File: src/rtl/cpu_sequencer.sv
// Multicycle control sequencer for the LEGv8 core.
// Ports:
//   clk_i        system clock, all state changes on the rising edge
//   reset_i      synchronous active-high reset
//   run_i        1 = execute, 0 = stop at the next instruction boundary
//   opcode_i     instruction[31:21], sampled in DECODE
//   alu_zero_i   ALU zero flag, used in EXECUTE for CBZ
//   mem_ready_i  data memory completion, used in MEM
//   ir_en_o, alu_en_o, mem_read_o, mem_write_o, reg_write_o,
//   pc_en_o, pc_src_o  one-cycle datapath strobes
//   busy_o       1 in any state except IDLE and TRAP
//   illegal_o    sticky unsupported-opcode flag
//   state_o      current state encoding
//   retired_o    retired-instruction count (wraps)
module cpu_sequencer #(
    parameter int RETIRE_W = 16
) (
    input  logic                clk_i,
    input  logic                reset_i,
    input  logic                run_i,
    input  logic [10:0]         opcode_i,
    input  logic                alu_zero_i,
    input  logic                mem_ready_i,
    output logic                ir_en_o,
    output logic                alu_en_o,
    output logic                mem_read_o,
    output logic                mem_write_o,
    output logic                reg_write_o,
    output logic                pc_en_o,
    output logic                pc_src_o,
    output logic                busy_o,
    output logic                illegal_o,
    output logic [2:0]          state_o,
    output logic [RETIRE_W-1:0] retired_o
);

    typedef enum logic [2:0] {
        S_IDLE    = 3'd0,
        S_FETCH   = 3'd1,
        S_DECODE  = 3'd2,
        S_EXECUTE = 3'd3,
        S_MEM     = 3'd4,
        S_WB      = 3'd5,
        S_TRAP    = 3'd7
    } state_e;

    typedef enum logic [2:0] {
        C_NONE  = 3'd0,
        C_RTYPE = 3'd1,
        C_LDUR  = 3'd2,
        C_STUR  = 3'd3,
        C_CBZ   = 3'd4,
        C_B     = 3'd5
    } class_e;

    state_e              state_q, state_d;
    class_e              cls_q, cls_dec;
    logic                illegal_q;
    logic [RETIRE_W-1:0] retired_q;
    logic                retire;

    // Opcode classification; only meaningful while in DECODE.
    always_comb begin
        cls_dec = C_NONE;
        unique case (1'b1)
            opcode_i == 11'h7C2:        cls_dec = C_LDUR;
            opcode_i == 11'h7C0:        cls_dec = C_STUR;
            opcode_i == 11'h458,
            opcode_i == 11'h658,
            opcode_i == 11'h450,
            opcode_i == 11'h550:        cls_dec = C_RTYPE;
            opcode_i[10:3] == 8'hB4:    cls_dec = C_CBZ;
            opcode_i[10:5] == 6'b000101: cls_dec = C_B;
            default:                    cls_dec = C_NONE;
        endcase
    end

    // An instruction retires in exactly one of these cycles.
    always_comb begin
        retire = 1'b0;
        case (state_q)
            S_EXECUTE: retire = (cls_q == C_B) || (cls_q == C_CBZ);
            S_MEM:     retire = (cls_q == C_STUR) && mem_ready_i;
            S_WB:      retire = 1'b1;
            default:   retire = 1'b0;
        endcase
    end

    always_ff @(posedge clk_i) begin
        if (reset_i) begin
            state_q <= S_IDLE;
        end else begin
            state_q <= state_d;
        end
    end

    always_comb begin
        state_d = state_q;
        case (state_q)
            S_IDLE: begin
                if (run_i) state_d = S_FETCH;
            end
            S_FETCH: state_d = S_DECODE;
            S_DECODE: begin
                if (cls_dec == C_NONE) state_d = S_TRAP;
                else                   state_d = S_EXECUTE;
            end
            S_EXECUTE: begin
                case (cls_q)
                    C_RTYPE:      state_d = S_WB;
                    C_LDUR,
                    C_STUR:       state_d = S_MEM;
                    C_CBZ, C_B:   state_d = run_i ? S_FETCH : S_IDLE;
                    default:      state_d = S_IDLE;
                endcase
            end
            S_MEM: begin
                if (mem_ready_i) begin
                    if (cls_q == C_LDUR) state_d = S_WB;
                    else state_d = run_i ? S_FETCH : S_IDLE;
                end
            end
            S_WB:    state_d = run_i ? S_FETCH : S_IDLE;
            S_TRAP:  state_d = S_TRAP;
            default: state_d = S_IDLE;
        endcase
    end

    always_comb begin
        ir_en_o     = 1'b0;
        alu_en_o    = 1'b0;
        mem_read_o  = 1'b0;
        mem_write_o = 1'b0;
        reg_write_o = 1'b0;
        pc_en_o     = 1'b0;
        pc_src_o    = 1'b0;
        case (state_q)
            S_FETCH: ir_en_o = 1'b1;
            S_EXECUTE: begin
                alu_en_o = 1'b1;
                if (cls_q == C_B) begin
                    pc_en_o  = 1'b1;
                    pc_src_o = 1'b1;
                end else if (cls_q == C_CBZ) begin
                    pc_en_o  = 1'b1;
                    pc_src_o = alu_zero_i;
                end
            end
            S_MEM: begin
                mem_read_o  = (cls_q == C_LDUR);
                mem_write_o = (cls_q == C_STUR);
                pc_en_o     = (cls_q == C_STUR) && mem_ready_i;
            end
            S_WB: begin
                reg_write_o = 1'b1;
                pc_en_o     = 1'b1;
            end
            default: ;
        endcase
    end

    always_ff @(posedge clk_i) begin
        if (reset_i) begin
            cls_q     <= C_NONE;
            illegal_q <= 1'b0;
            retired_q <= '0;
        end else begin
            if (state_q == S_DECODE) begin
                cls_q <= cls_dec;
                if (cls_dec == C_NONE) illegal_q <= 1'b1;
            end
            if (retire) retired_q <= retired_q + RETIRE_W'(1);
        end
    end

    assign busy_o    = (state_q != S_IDLE) && (state_q != S_TRAP);
    assign illegal_o = illegal_q;
    assign state_o   = state_q;
    assign retired_o = retired_q;

endmodule

File: config.mk
export PLATFORM = sky130hd
export DESIGN_NAME = cpu_sequencer
export DESIGN_NICKNAME = d
export VERILOG_FILES = /design/src/rtl/cpu_sequencer.sv
export SDC_FILE = /design/constraint.sdc
export NUM_CORES = 1
export LEC_CHECK = 0
export BUFFER_PORTS_ARGS = -buffer_cell sky130_fd_sc_hd__buf_2
export CAP_MARGIN = 20
export CORE_AREA = 5 5 62 64
export CTS_CLUSTER_SIZE = 40
export DETAILED_ROUTE_END_ITERATION = 7
export DIE_AREA = 0 0 67 69
export GPL_ROUTABILITY_DRIVEN = 0
export GPL_TIMING_DRIVEN = 1
export PLACE_DENSITY = 0.71
export SETUP_SLACK_MARGIN = 0.02
export SYNTH_ARGS = -nofsm -noshare
export SYNTH_HDL_FRONTEND = slang
export SYNTH_SLANG_ARGS = --single-unit
File: constraint.sdc
create_clock -name clk_i -period 2.9 [get_ports clk_i]
set_input_delay 0.58 -clock clk_i [delete_from_list [all_inputs] [get_ports clk_i]]
set_output_delay 0.58 -clock clk_i [all_outputs]
set_load 0.02 [all_outputs]
==> summary.md <==
The run finished with clean final reports. The logs give 0 for the count of endpoints failing hold in the final timing report and 1 for the number of levels the H-tree was split into. The pin slew with the least headroom to its limit was 0.519 ns; the total track usage was 0.141. The average via count per standard cell works out to 5.08. The die span in x was 67 microns.

For the hold slack, the log shows 0.495 ns. The floorplan has 21 rows. For this block, the routed nets add up to 3080 microns of wire. The largest net degree at the start of global routing came out at 26. Tracing the worst setup path back leads to its startpoint at state_o[2].

Dividing the synthesized area by the synthesized cell count gives 8.64 sq um. The endpoint kind of the worst setup timing path is a primary output. The cell sitting at the root of the clock tree is a sky130_fd_sc_hd__clkbuf_4. The buffer and inverter count on the worst path works out to 1.

The critical path launch point type is a register. The post-cts hold buffer count is 0, and the fraction of layout instances using a drive strength above 1 is 0.305. The post-CTS clock slew at the launch and capture registers of the worst setup and hold paths came out at 0.12 ns. The largest total area in the synthesized netlist belongs to sky130_fd_sc_hd__dfxtp_1.

The tools report the initial antenna violation count as 0. The number of buffers on the longest clock path came out at 2. After synthesis, the most frequently instantiated cells are 23 x sky130_fd_sc_hd__dfxtp_1, 23 x sky130_fd_sc_hd__nor2_1, 14 x sky130_fd_sc_hd__xnor2_1. The DRC violation total after the first TritonRoute iteration came out at 69. Traced cell by cell, the critical path runs through nor3b_4, nand4_4, nand2_1, buf_2. For this run, the top clock speed supported by timing is 403 MHz.

The async set-reset flop share out of synthesis was 0; the final count of negative-setup-slack endpoints was 0. In this run the worst path has a maximum fanout of 15. Before CTS, the worst setup slack after placement is 0.782 ns. The final layout contains 223 nets. The fraction of post-synthesis cell area in the top cell type by area is 0.325, and the detail-routed net length per standard cell is 12.4 microns. The path category of the worst min-delay check was reg -> reg. The period utilization is 0.855, and the insertion delay to the later sink of the worst-skew pair is 0.31 ns.

The summed negative setup slack over all endpoints is 0 ns. The number of instances in the synthesized netlist was 164; the number of buffers created by CTS was 3. The routed via count was 1,264. In this run, synthesis produced a sequential element count of 23.

The cell count after placement was 245. TritonCTS built the clock tree. The first TritonRoute pass finished after 4 iterations.

The first global-routing pass estimated 5310 microns of wire. The repair_antennas step left the layout with diodes totalling 0. Area of the die: 0.00462 sq mm.

In this run the static leakage power is 0.000685 uW. Effective utilization at floorplan: 0.439. In this run, synthesis inferred 0 flip-flops with an integrated enable. The total of warnings raised by yosys is 0. On the critical path, the stage with the largest delay is an instance of sky130_fd_sc_hd__dfxtp_1. The power per unit of standard cell area was 345 mW/mm^2; the worst IR drop on VDD was 0.193 mV. The kind of critical path was reg -> out. The tool flagged a number of max-cap violations equal to 0. The worst path in the final design needs a cycle of 2.48 ns, including I/O delays and setup.

For the number of setup buffers added after CTS, the log shows 0. The detailed-route DRC error count was 0. The largest single stage delay on the critical path is 0.53 ns.

The number of sinks driven by the clock tree is 23, and the setup clock skew after layout is 0.00683 ns. Once routing completed, OpenROAD measured the worst setup slack at 0.420 ns. In this run the cell area of the synthesized design comes to 0.00142 sq mm. The area added between synthesis and finish is 17.5%. The reg-to-reg critical path startpoint is state_o[0].

Setup repair after global routing left no endpoint under its margin. At the worst endpoint, the required time is 2.32 ns. The detail route stage leaves a number of antenna-violating nets equal to 0. From bottom edge to top edge, the die measures 69 microns. The overflow left after global routing is 0. For the number of distinct library cells after synthesis, the log shows 43.

The logs give 0 for the total count of max-transition violations in the final report and 0.00323 sq mm for the total core area. Among all flip-flop cells after synthesis, the most frequent one is sky130_fd_sc_hd__dfxtp_1. The number of port buffers was 43; the count of fill cells added during filler insertion was 340. After clock tree synthesis, the repair step resized 0 gates.

The sequential cell area fraction in the yosys report was 0.325. Data arrives at the worst endpoint at 1.90 ns. Once layout is complete, the cells apart from fillers number 249. The number of global-route vias before repair was 1,185; the post-synth net total was 183. Yosys attributes the largest share of cell area to sky130_fd_sc_hd__dfxtp_1 32%, sky130_fd_sc_hd__xnor2_1 8.6%, sky130_fd_sc_hd__nor2_1 6.1%. The dominant delay contributor by cell family on the critical path is simple AND/OR/NAND/NOR gates.

44 I/O pins were placed. The tools report the critical hold path startpoint as illegal_o. The relative slew slack came out at 0.651.

The placed wire-length estimate after detailed placement is 2400 microns.
==> placed cells by master, fill, tap and decap left out, types with 2 or more instances in the layout <==
cell,Yosys,final
sky130_fd_sc_hd__nor3_1,2,2
sky130_fd_sc_hd__inv_1,8,8
sky130_fd_sc_hd__dfxtp_1,23,23
sky130_fd_sc_hd__clkbuf_4,0,3
sky130_fd_sc_hd__and4_1,2,2
sky130_fd_sc_hd__a21oi_1,10,10
sky130_fd_sc_hd__a211oi_2,3,3
sky130_fd_sc_hd__nor3b_1,2,2
sky130_fd_sc_hd__xnor2_1,14,14
sky130_fd_sc_hd__buf_2,0,43
sky130_fd_sc_hd__and3_1,2,2
sky130_fd_sc_hd__nand2_1,13,13
sky130_fd_sc_hd__a211oi_1,2,2
sky130_fd_sc_hd__and3b_1,2,2
sky130_fd_sc_hd__nand2b_1,2,2
sky130_fd_sc_hd__o21ai_0,6,6
sky130_fd_sc_hd__nand3_1,8,8
sky130_fd_sc_hd__nand4_1,3,3
sky130_fd_sc_hd__a2111oi_2,5,5
sky130_fd_sc_hd__ha_1,3,3
sky130_fd_sc_hd__nor2_1,23,23
sky130_fd_sc_hd__nor2b_1,3,3
==> cells by family (layout without fill, tap and decap cells) <==
family / after synthesis / count (layout) / synth area share
fa+ha+maj: 3 / 3 / 0.0265
simple gates: 71 / 71 / 0.277
compound gates: 35 / 35 / 0.214
buf+inv: 17 / 56 / 0.0635
xor+xnor: 14 / 14 / 0.0865
mux: 1 / 1 / 0.00706
flops: 23 / 23 / 0.325
==> worst register-to-register path, stage by stage (launching register included) <==
cell	delay, ns
sky130_fd_sc_hd__dfxtp_1	0.61
sky130_fd_sc_hd__and3b_1	0.30
sky130_fd_sc_hd__a31oi_4	0.06
sky130_fd_sc_hd__buf_4	0.24
sky130_fd_sc_hd__a2111oi_2	0.41
sky130_fd_sc_hd__xnor2_1	0.17
sky130_fd_sc_hd__nor2_1	0.05
==> where the power goes <==
part           switching (uW)  internal, uW
registers                17.1           323
clock network            97.0          51.5
logic                    51.3          33.5
==> metrics by stage <==
step	instance area, sq um	power [uW]	util
after floorplan	1420	405	-
after global placement	1640	432	0.507
after detailed placement	1640	433	0.507
after CTS	1670	581	0.515
after global routing	1670	606	0.515
final	1670	574	0.515
==> path summary, 6_finish.rpt <==
path	endpoint	slack, ns	depth (start not counted)
worst min register to register	illegal_o	0.50	2
worst max-delay path	pc_en_o	0.42	4
worst max register to register	retired_o[14]	0.96	6
worst min-delay path	illegal_o	0.50	2
==> cell type report <==
class	count	area (sq um)	area share
Clock buffer	3	22.5	0.0135
Multi-Input combinational cell	124	867	0.521
Timing Repair Buffer	44	223	0.134
Tap cell	46	57.6	0.0346
Sequential cell	23	460	0.276
Inverter	8	30.0	0.0180
Clock inverter	1	5.00	0.00301
==> registers in the layout (all words and copies together), names as in the netlist <==
name / flops
retired_o: 16
cls_q: 3
state_o: 3
illegal_o: 1
==> routing by layer <==
layer  vias to the layer above  share of wire  GRT usage  wire length [microns]
met3                         4          0.050     0.0292                    154
met4                         0          0.011     0.0405                     35
li1                        658              -          -                      -
met1                       578           0.48      0.197                   1480
met2                        24           0.46      0.214                   1410
met5                         -              0          0                      0
(Power assumes the default switching activity.)
